[config.mk]
export PLATFORM = sky130hd
export DESIGN_NAME = jogo_memoria_param
export DESIGN_NICKNAME = d
export VERILOG_FILES = /design/src/rtl/jogo_memoria_param.sv
export SDC_FILE = /design/constraint.sdc
export NUM_CORES = 1
export LEC_CHECK = 0
export ABC_CLOCK_PERIOD_IN_PS = 3900
export BUFFER_PORTS_ARGS = -buffer_cell sky130_fd_sc_hd__clkbuf_2
export CAP_MARGIN = 40
export CORE_MARGIN = 1
export CORE_UTILIZATION = 40
export CTS_CLUSTER_SIZE = 28
export DETAILED_ROUTE_END_ITERATION = 7
export GPL_ROUTABILITY_DRIVEN = 0
export PLACE_DENSITY = 0.54
export REMOVE_ABC_BUFFERS = 1
export SETUP_SLACK_MARGIN = 0.4
export SLEW_MARGIN = 20
export SYNTH_ARGS = -nofsm -noshare
export SYNTH_HDL_FRONTEND = slang
export SYNTH_SLANG_ARGS = --single-unit
[constraint.sdc]
create_clock -name clock -period 3.9 [get_ports clock]
set_input_delay 1.17 -clock clock [delete_from_list [all_inputs] [get_ports clock]]
set_output_delay 1.17 -clock clock [all_outputs]
set_load 0.02 [all_outputs]
[src/rtl/jogo_memoria_param.sv]
// Memory-game core: stores a one-hot sequence, replays a growing prefix on the LEDs and checks the player's moves.
// Optional move timer and TIMEOUT state are built only when JOGO_TIMEOUT_EN is defined.
module jogo_memoria_param #(
    parameter int N_BOTOES       = 4,
    parameter int N_JOGADAS      = 16,
    parameter int T_MOSTRA       = 500,
    parameter int TIMEOUT_CICLOS = 5000,
    localparam int W_END         = (N_JOGADAS > 1) ? $clog2(N_JOGADAS) : 1
) (
    input  logic                clock,
    input  logic                reset,
    input  logic                jogar,
    input  logic [N_BOTOES-1:0] botoes,
    input  logic                carga,
    input  logic [W_END-1:0]    carga_end,
    input  logic [N_BOTOES-1:0] carga_dado,
    output logic [N_BOTOES-1:0] leds,
    output logic                pronto,
    output logic                ganhou,
    output logic                perdeu,
    output logic                timeout,
    output logic [3:0]          db_estado,
    output logic [W_END-1:0]    db_rodada,
    output logic [W_END-1:0]    db_jogada
);

    localparam int W_MOSTRA = (T_MOSTRA > 1) ? $clog2(T_MOSTRA) : 1;

    typedef enum logic [3:0] {
        ST_INICIAL      = 4'd0,
        ST_PREPARA      = 4'd1,
        ST_MOSTRA_LIGA  = 4'd2,
        ST_MOSTRA_APAGA = 4'd3,
        ST_ESPERA       = 4'd4,
        ST_REGISTRA     = 4'd5,
        ST_COMPARA      = 4'd6,
        ST_PROX_JOGADA  = 4'd7,
        ST_PROX_RODADA  = 4'd8,
        ST_GANHOU       = 4'd10,
        ST_PERDEU       = 4'd11,
        ST_TIMEOUT      = 4'd12
    } estado_t;

    estado_t             state_r;
    estado_t             state_nx_s;
    logic [N_BOTOES-1:0] mem_r [N_JOGADAS];
    logic [N_BOTOES-1:0] botoes_r;
    logic [N_BOTOES-1:0] botoes_ant_r;
    logic [N_BOTOES-1:0] codigo_r;
    logic [W_END-1:0]    rodada_r;
    logic [W_END-1:0]    jogada_r;
    logic [W_END-1:0]    k_r;
    logic [W_END-1:0]    k_nx_s;
    logic [W_MOSTRA-1:0] cnt_mostra_r;
    logic                fim_mostra_s;
    logic                fim_espera_s;
    logic                press_s;
    logic                escrita_ok_s;
    logic [N_BOTOES-1:0] leds_nx_s;
    logic                pronto_nx_s;
    logic                ganhou_nx_s;
    logic                perdeu_nx_s;
    logic                timeout_nx_s;
    logic [N_BOTOES-1:0] leds_r;
    logic                pronto_r;
    logic                ganhou_r;
    logic                perdeu_r;

    function automatic logic one_hot(input logic [N_BOTOES-1:0] code);
        return (code != '0) && ((code & (code - 1'b1)) == '0);
    endfunction

    function automatic logic [N_BOTOES-1:0] codigo_padrao(input int idx);
        logic [N_BOTOES-1:0] v;
        v = {{(N_BOTOES-1){1'b0}}, 1'b1} << (idx % N_BOTOES);
        return v;
    endfunction

    assign fim_mostra_s = (cnt_mostra_r == W_MOSTRA'(T_MOSTRA - 1));
    assign press_s      = (|botoes_r) && !(|botoes_ant_r);
    assign escrita_ok_s = (state_r == ST_INICIAL) || (state_r == ST_GANHOU) ||
                          (state_r == ST_PERDEU)  || (state_r == ST_TIMEOUT);

`ifdef JOGO_TIMEOUT_EN
    localparam int W_TMO = (TIMEOUT_CICLOS > 1) ? $clog2(TIMEOUT_CICLOS) : 1;
    logic [W_TMO-1:0] cnt_espera_r;
    logic             timeout_r;

    assign fim_espera_s = (cnt_espera_r == W_TMO'(TIMEOUT_CICLOS - 1));
    assign timeout      = timeout_r;

    // Move timer: runs only while waiting for a press, restarts on every other state.
    always_ff @(posedge clock) begin
        if (!reset) begin
            cnt_espera_r <= '0;
        end else if (state_r == ST_ESPERA) begin
            cnt_espera_r <= cnt_espera_r + 1'b1;
        end else begin
            cnt_espera_r <= '0;
        end
    end

    // Registered timeout flag.
    always_ff @(posedge clock) begin
        if (!reset) begin
            timeout_r <= 1'b0;
        end else begin
            timeout_r <= timeout_nx_s;
        end
    end
`else
    assign fim_espera_s = 1'b0;
    assign timeout      = 1'b0;
`endif

    // State register.
    always_ff @(posedge clock) begin
        if (!reset) begin
            state_r <= ST_INICIAL;
        end else begin
            state_r <= state_nx_s;
        end
    end

    // Next-state logic.
    always_comb begin
        state_nx_s = state_r;
        case (state_r)
            ST_INICIAL, ST_GANHOU, ST_PERDEU, ST_TIMEOUT: begin
                if (jogar) begin
                    state_nx_s = ST_PREPARA;
                end else begin
                    state_nx_s = state_r;
                end
            end
            ST_PREPARA:      state_nx_s = ST_MOSTRA_LIGA;
            ST_MOSTRA_LIGA: begin
                if (fim_mostra_s) begin
                    state_nx_s = ST_MOSTRA_APAGA;
                end else begin
                    state_nx_s = ST_MOSTRA_LIGA;
                end
            end
            ST_MOSTRA_APAGA: begin
                if (!fim_mostra_s) begin
                    state_nx_s = ST_MOSTRA_APAGA;
                end else if (k_r == rodada_r) begin
                    state_nx_s = ST_ESPERA;
                end else begin
                    state_nx_s = ST_MOSTRA_LIGA;
                end
            end
            ST_ESPERA: begin
                // A press in the last timer cycle still counts as a move.
                if (press_s) begin
                    state_nx_s = ST_REGISTRA;
                end else if (fim_espera_s) begin
                    state_nx_s = ST_TIMEOUT;
                end else begin
                    state_nx_s = ST_ESPERA;
                end
            end
            ST_REGISTRA:     state_nx_s = ST_COMPARA;
            ST_COMPARA: begin
                if (!one_hot(codigo_r)) begin
                    state_nx_s = ST_PERDEU;
                end else if (codigo_r != mem_r[jogada_r]) begin
                    state_nx_s = ST_PERDEU;
                end else if (jogada_r != rodada_r) begin
                    state_nx_s = ST_PROX_JOGADA;
                end else if (rodada_r == W_END'(N_JOGADAS - 1)) begin
                    state_nx_s = ST_GANHOU;
                end else begin
                    state_nx_s = ST_PROX_RODADA;
                end
            end
            ST_PROX_JOGADA:  state_nx_s = ST_ESPERA;
            ST_PROX_RODADA:  state_nx_s = ST_MOSTRA_LIGA;
            default:         state_nx_s = ST_INICIAL;
        endcase
    end

    // Replay index: restarts at each round, advances after every dark phase.
    always_comb begin
        k_nx_s = k_r;
        case (state_r)
            ST_PREPARA, ST_PROX_RODADA: k_nx_s = '0;
            ST_MOSTRA_APAGA: begin
                if (fim_mostra_s && (k_r != rodada_r)) begin
                    k_nx_s = k_r + 1'b1;
                end else begin
                    k_nx_s = k_r;
                end
            end
            default:                    k_nx_s = k_r;
        endcase
    end

    // Output values computed from the next state so the registered outputs line up with db_estado.
    always_comb begin
        leds_nx_s    = '0;
        pronto_nx_s  = 1'b0;
        ganhou_nx_s  = 1'b0;
        perdeu_nx_s  = 1'b0;
        timeout_nx_s = 1'b0;
        case (state_nx_s)
            ST_MOSTRA_LIGA: leds_nx_s = mem_r[k_nx_s];
            ST_ESPERA:      leds_nx_s = botoes;
            ST_GANHOU: begin
                pronto_nx_s = 1'b1;
                ganhou_nx_s = 1'b1;
            end
            ST_PERDEU: begin
                pronto_nx_s = 1'b1;
                perdeu_nx_s = 1'b1;
            end
            ST_TIMEOUT: begin
                pronto_nx_s  = 1'b1;
                timeout_nx_s = 1'b1;
            end
            default:        leds_nx_s = '0;
        endcase
    end

    // Output registers.
    always_ff @(posedge clock) begin
        if (!reset) begin
            leds_r   <= '0;
            pronto_r <= 1'b0;
            ganhou_r <= 1'b0;
            perdeu_r <= 1'b0;
        end else begin
            leds_r   <= leds_nx_s;
            pronto_r <= pronto_nx_s;
            ganhou_r <= ganhou_nx_s;
            perdeu_r <= perdeu_nx_s;
        end
    end

    // Datapath: button pipeline, replay timing and round/move counters.
    always_ff @(posedge clock) begin
        if (!reset) begin
            botoes_r     <= '0;
            botoes_ant_r <= '0;
            codigo_r     <= '0;
            rodada_r     <= '0;
            jogada_r     <= '0;
            k_r          <= '0;
            cnt_mostra_r <= '0;
        end else begin
            botoes_r     <= botoes;
            botoes_ant_r <= botoes_r;
            k_r          <= k_nx_s;
            if (state_nx_s == ST_PREPARA) begin
                rodada_r <= '0;
                jogada_r <= '0;
                codigo_r <= '0;
            end else if (state_r == ST_PROX_JOGADA) begin
                jogada_r <= jogada_r + 1'b1;
            end else if (state_r == ST_PROX_RODADA) begin
                rodada_r <= rodada_r + 1'b1;
                jogada_r <= '0;
            end else if (state_r == ST_REGISTRA) begin
                codigo_r <= botoes_r;
            end
            if (((state_r == ST_MOSTRA_LIGA) || (state_r == ST_MOSTRA_APAGA)) && !fim_mostra_s) begin
                cnt_mostra_r <= cnt_mostra_r + 1'b1;
            end else begin
                cnt_mostra_r <= '0;
            end
        end
    end

    // Sequence memory: default one-hot walk on reset, writable only while idle or finished.
    always_ff @(posedge clock) begin
        if (!reset) begin
            for (int i = 0; i < N_JOGADAS; i++) begin
                mem_r[i] <= codigo_padrao(i);
            end
        end else if (carga && escrita_ok_s && (int'(carga_end) < N_JOGADAS)) begin
            mem_r[carga_end] <= carga_dado;
        end
    end

    assign leds      = leds_r;
    assign pronto    = pronto_r;
    assign ganhou    = ganhou_r;
    assign perdeu    = perdeu_r;
    assign db_estado = state_r;
    assign db_rodada = rodada_r;
    assign db_jogada = jogada_r;

endmodule
* Word level (Yosys, flattened, before mapping)
Memory sizes are Yosys's and may differ from the RTL's. A register that Yosys moved wholly into a read port is not among the register bits.
Cells that the tools add are included.
** Storage, ports and cells
- Bits in registers :: 44
- Memory bits (writable) :: 64
- Input bits :: 16
- Output and inout port bits :: 20
- Memories :: 1
** Memories
- mem_r :: words 16, bits a word 4, read ports 2, clocked after memory_dff 1, wr ports 16, line 46 : logic [N_BOTOES-1:0] mem_r [N_JOGADAS];
** Cells by class
- $add $sub $neg :: 5
- Eq/ne operators :: 23
- Muxes and demuxes :: 27
- Bitwise logic cells :: 4
- Reductions and logical operators :: 25
** Operator list (count)
- 4-bit two-way mux :: 11
- 4-bit equality test (second input constant) :: 8
- 4-bit case mux with 8 select lines :: 1
- 4-bit by 3-bit equality test with 1-bit output (second input constant) :: 5
- 4-bit case mux with 2 select lines :: 2
- 4-bit OR reduction :: 4
- 4-bit by 1-bit adder with 4-bit output (second input constant) :: 3
- 4-bit by 2-bit equality test with 1-bit output (second input constant) :: 3
- 4-bit != test :: 3
- 1-bit two-way mux :: 10
- 9-bit by 1-bit adder with 9-bit output (second input constant) :: 1
- 9-bit equality test (second input constant) :: 1
- 4-bit by 1-bit equality test with 1-bit output (second input constant) :: 2
- 4-bit logical NOT :: 2
- 3-bit two-way mux :: 2
- 1-bit logical AND :: 5
- 4-bit AND :: 1
- 4-bit equality test :: 1
- 1-bit logical OR :: 4
- 2-bit AND reduction :: 2
- 4-bit nonzero test :: 1
- 2-bit OR reduction :: 2
- 4-bit by 1-bit subtractor with 4-bit output (second input constant) :: 1
- 1-bit inverter :: 3
- 5 further kinds :: 6

* Logic depth before layout (Yosys ltp)
- Depth after elaboration :: 10
- Depth in mapped cells :: 12
- Mapped depth without buffers :: 9

* Worst setup path before layout
No wires, ideal clock.
- Kind :: reg2reg
- Start :: reg cnt_mostra_r[0]
- End :: reg leds_r[2], in the netlist leds[2]
- Data arrival time :: 2.601 ns
- Data required time :: 3.780 ns
- Slack :: 1.179 ns
- Stages on the path, launching flop included :: 12
- Path buffers :: 2
- Period minus slack after synthesis :: 2.721 ns
- Path through :: dfxtp_1 -> ha_1 -> and4bb_1 -> nand3_1 -> or3b_1 -> buf_6 -> mux2i_4 -> buf_6 -> mux2_1 -> o22ai_1 -> nor4_1 -> a211o_1
** Between the ends
- Cells in the longest elaborated chain, start to end :: 6
** RTL lines
- start, declared :: line 54 : logic [W_MOSTRA-1:0] cnt_mostra_r;
- start signal, assigned :: line 267 : cnt_mostra_r <= cnt_mostra_r + 1'b1;
- 9-bit equality test * :: line 79 : assign fim_mostra_s = (cnt_mostra_r == W_MOSTRA'(T_MOSTRA - 1));
- 1-bit logical AND :: line 189 : if (fim_mostra_s && (k_r != rodada_r)) begin
- 4-bit two-way mux :: line 189
- 4-bit case mux with 2 select lines :: line 186 : case (state_r)
- memory read 16 x 4 bit
- 4-bit case mux with 2 select lines * :: line 206 : case (state_nx_s)
- end signal, assigned :: line 233 : leds_r <= leds_nx_s;
- end, declared :: line 64 : logic [N_BOTOES-1:0] leds_r;
Mark *: on every way between the ends. The rest lies on a longest branch, timed or not.
A chain may end at the register's enable or synchronous reset.

* Worst setup path after layout
- Start :: reg state_r[1], in the netlist db_estado[1]
- End :: reg leds_r[3], in the netlist leds[3]
** Between the ends
- Cells in the longest elaborated chain, start to end :: 5
** RTL lines
- start, declared :: line 44 : estado_t state_r;
- start signal, assigned :: line 121 : state_r <= state_nx_s;
- 4-bit equality test, or another cell as far along :: line 128, 186
- 2-bit OR reduction (no source line) / 4-bit OR reduction (equally long branches)
- 4-bit case mux with 2 select lines / 4-bit case mux with 8 select lines (equally long branches) :: line 186, 128
- memory read 16 x 4 bit, or another cell as far along
- 4-bit case mux with 2 select lines * :: line 206
Marks and branches as above.

==> results.cfg <==
[place]
dp_hpwl_mm = 11.0
place_ws_ns = 0.793
place_area_sq_mm = 0.00626
io_buffers = 34

[critical_path]
cp-start-kind = register
cp_max_fo = 16
worstSetupPathType = reg -> reg
crit_required_ns = 4.16
cpPeakStageDelay_ns = 0.61
path_cells = nor3b_2, nand3_1, or3b_1, nand2_1, a2bb2oi_1, nor2_1, a221o_1, o31ai_1
critPathSlowestCell = dfxtp_1
crit_arrival_ns = 3.41
cp-end-kind = register

[layout]
postLayoutCoreUtil_pct = 45.2
antenna_cells = 0
nets = 578
final.fill_count = 1376
drive_gt1_share_pct = 15.5
fin_area_sq_mm = 0.00657
area_growth_pct = 10.4

[sta]
finalSetupViolCount = 0
slew-limit-headroom_pct = 47.6
slew_viol_final = 0
fin_ws_ns = 0.753
skew_ns = 0.00514
rsz0062_at_grt = no
fin_setup_tns_ns = 0
finalHoldViolations = 0
min_period_ns = 3.15
max_freq_mhz = 318
fin_crit_sh_pct = 80.7
worst_pin_slew_ns = 0.780

[clocking]
clk_pin_slew_ns = 0.07
cts_setup_buffers = 0
ctsHoldBuffers = 0
cts_buffers = 9
cts.path.max_buffers = 2
cts_tree = done
worstSkewPairLatency_ns = 0.35
cts_root_buffer = clkbuf_16
cts_sinks = 112
cts_resized = 0
cts.htree.levels = 3

[floorplan]
coreArea_sq_mm = 0.0145
start_util_pct = 40.9
rows = 44
dieArea_sq_mm = 0.0154
die_x_um = 124
ioPinCount = 36
die_h_um = 124

[logic_synthesis]
netlist_area_sq_mm = 0.00595
synthArstFlopShare_pct = 0
synth.distinct_cells = 63
ys_ff_latch = 112
synth_ff_type = edfxtp_1
syn_avg_cell_area_sq_um = 11.1
synth_warnings = 0
synth_edf_count = 64
synth_seq_area_share_pct = 48.5
synthCells = 538

[job]
cap_violations = 0

[route]
ant_nets = 0
vias = 4219
firstDrtPassIters = 5
drcViolationCount = 0
via_per_inst = 5.65
initialDrtViolationCount = 304
routed_wl_mm = 14.9
wl_per_cell_um = 20.0

[power_and_ir_drop]
report.power.total_uw = 2450
leakage_uw = 0.00246
powerDensity_mw_per_mm2 = 373
ir_drop_mv = 0.207

[global_route]
grt_max_degree = 38
grt_pass1_wl_mm = 23.1
antenna_found_initial = 0
grt_overflow_total = 0
grt_usage_pct = 20.8
grt_pass1_vias = 4114

[min_path]
hp-class = reg -> reg

[run_status]
status = complete, no violations
[synth_stat cells (3+ instances only)]
| cell | instances | area, sq um |
|---|---|---|
| edfxtp_1 | 64 | 1920 |
| and2_1 | 54 | 338 |
| dfxtp_1 | 48 | 961 |
| nor2_1 | 38 | 143 |
| nand2_1 | 31 | 116 |
| mux2i_1 | 28 | 280 |
| clkbuf_1 | 21 | 78.8 |
| mux4_2 | 18 | 405 |
| and3_1 | 15 | 93.8 |
| o21ai_0 | 15 | 75.1 |
| nand2b_1 | 14 | 87.6 |
| xnor2_1 | 14 | 123 |
| nor2b_1 | 13 | 81.3 |
| o22ai_1 | 12 | 75.1 |
| nand3_1 | 11 | 55.1 |
| or3_1 | 11 | 68.8 |
| xor2_1 | 10 | 87.6 |
| nor3_1 | 8 | 40.0 |
| a21oi_1 | 7 | 35.0 |
| mux2_1 | 7 | 78.8 |
| nand4_1 | 6 | 37.5 |
| o31ai_1 | 6 | 45.0 |
| nor4_1 | 5 | 31.3 |
| a2111oi_0 | 4 | 35.0 |
| a221o_1 | 4 | 40.0 |
| buf_2 | 4 | 20.0 |
| ha_1 | 4 | 50.1 |
| inv_1 | 4 | 15.0 |
| mux2_2 | 4 | 45.0 |
| nand3b_1 | 4 | 30.0 |
| or2_2 | 4 | 25.0 |
| buf_4 | 3 | 22.5 |
| buf_6 | 3 | 33.8 |
| or3b_1 | 3 | 26.3 |
[through the flow]
stage / hold WS (ns) / std cells
floorplan: 0.430 / 504
global placement: 0.441 / 730
detailed placement: 0.453 / 731
CTS: 0.470 / 747
global route: 0.498 / 747
finish: 0.469 / 747
[per-layer routing]
layer  GRT usage (%)  vias up  wire length (um)
met3            4.08       25               751
li1                -     2019                 -
met4            9.30        0               421
met5               0        -                 0
met2            33.5      118              7160
met1            26.9     2057              6590
[where the power goes]
part / switching (uW) / internal, uW / total [uW]
Sequential: 28.3 / 1280 / 1300
Clock: 412 / 557 / 969
Combinational: 114 / 60.6 / 174
Total: 554 / 1890 / 2450
[logic make-up after synthesis]
family / after synthesis / share of synthesized area [%]
multiplexers: 58 / 14.0
AND/OR/NAND/NOR: 225 / 21.0
other: 1 / 0.0630
flip-flops: 112 / 48.5
AO/OA/AOI/OAI: 75 / 9.02
buffers and inverters: 39 / 3.13
adder cells (fa/ha/maj): 4 / 0.841
XOR/XNOR: 24 / 3.53
[final timing paths]
| path | start | end | slack (ns) | cells after the start |
|---|---|---|---|---|
| worst min register to register | cnt_mostra_r[0]$_SDFF_PN0_ | cnt_mostra_r[0]$_SDFF_PN0_ | 0.47 | 1 |
| worst max-delay path | db_estado[1]$_SDFF_PN0_ | leds[3]$_SDFF_PN0_ | 0.75 | 8 |
| worst max register to register | db_estado[1]$_SDFF_PN0_ | leds[3]$_SDFF_PN0_ | 0.75 | 8 |
| worst min-delay path | cnt_mostra_r[0]$_SDFF_PN0_ | cnt_mostra_r[0]$_SDFF_PN0_ | 0.47 | 1 |
[flip-flops by register name (all words and copies together), names as in the netlist, 4 cells and up, named ones only]
signal and flops:
db_estado 4, leds 4, k_r 4, mem_r 64, cnt_mostra_r 9, botoes_r 4
botoes_ant_r 4, db_jogada 4, db_rodada 4, codigo_r 4
[layout make-up]
| cell class | count | area, sq um | area share, % |
|---|---|---|---|
| clock inverter | 7 | 85.1 | 1.29 |
| multi-input combinational | 387 | 2880 | 43.8 |
| inverter | 5 | 18.8 | 0.286 |
| clock buffer | 9 | 225 | 3.43 |
| tap | 184 | 230 | 3.50 |
| sequential | 112 | 2880 | 43.9 |
| timing repair buffer | 43 | 248 | 3.77 |
[placed cells by master (no fill, tap or decap), types with 7 or more instances in the layout]
master / n
nand3_1: 11
nand2_1: 31
xnor2_1: 14
mux2_1: 7
o21ai_0: 15
o22ai_1: 12
buf_4: 7
a21oi_1: 7
or3_1: 11
edfxtp_1: 64
and3_1: 15
clkbuf_16: 9
dfxtp_1: 48
clkbuf_2: 34
xor2_1: 10
and2_1: 54
mux2i_1: 28
mux4_2: 18
nor2b_1: 13
nor3_1: 8
nor2_1: 38
nand2b_1: 14
[worst max-delay path: cells and delay by family (launching register included)]
family	cells	cell delay, ns
AOI/OAI and AO/OA	3	1.16
DFF	1	0.61
and+or+nand+nor	5	1.28
Power figures use the tool's default switching activity.
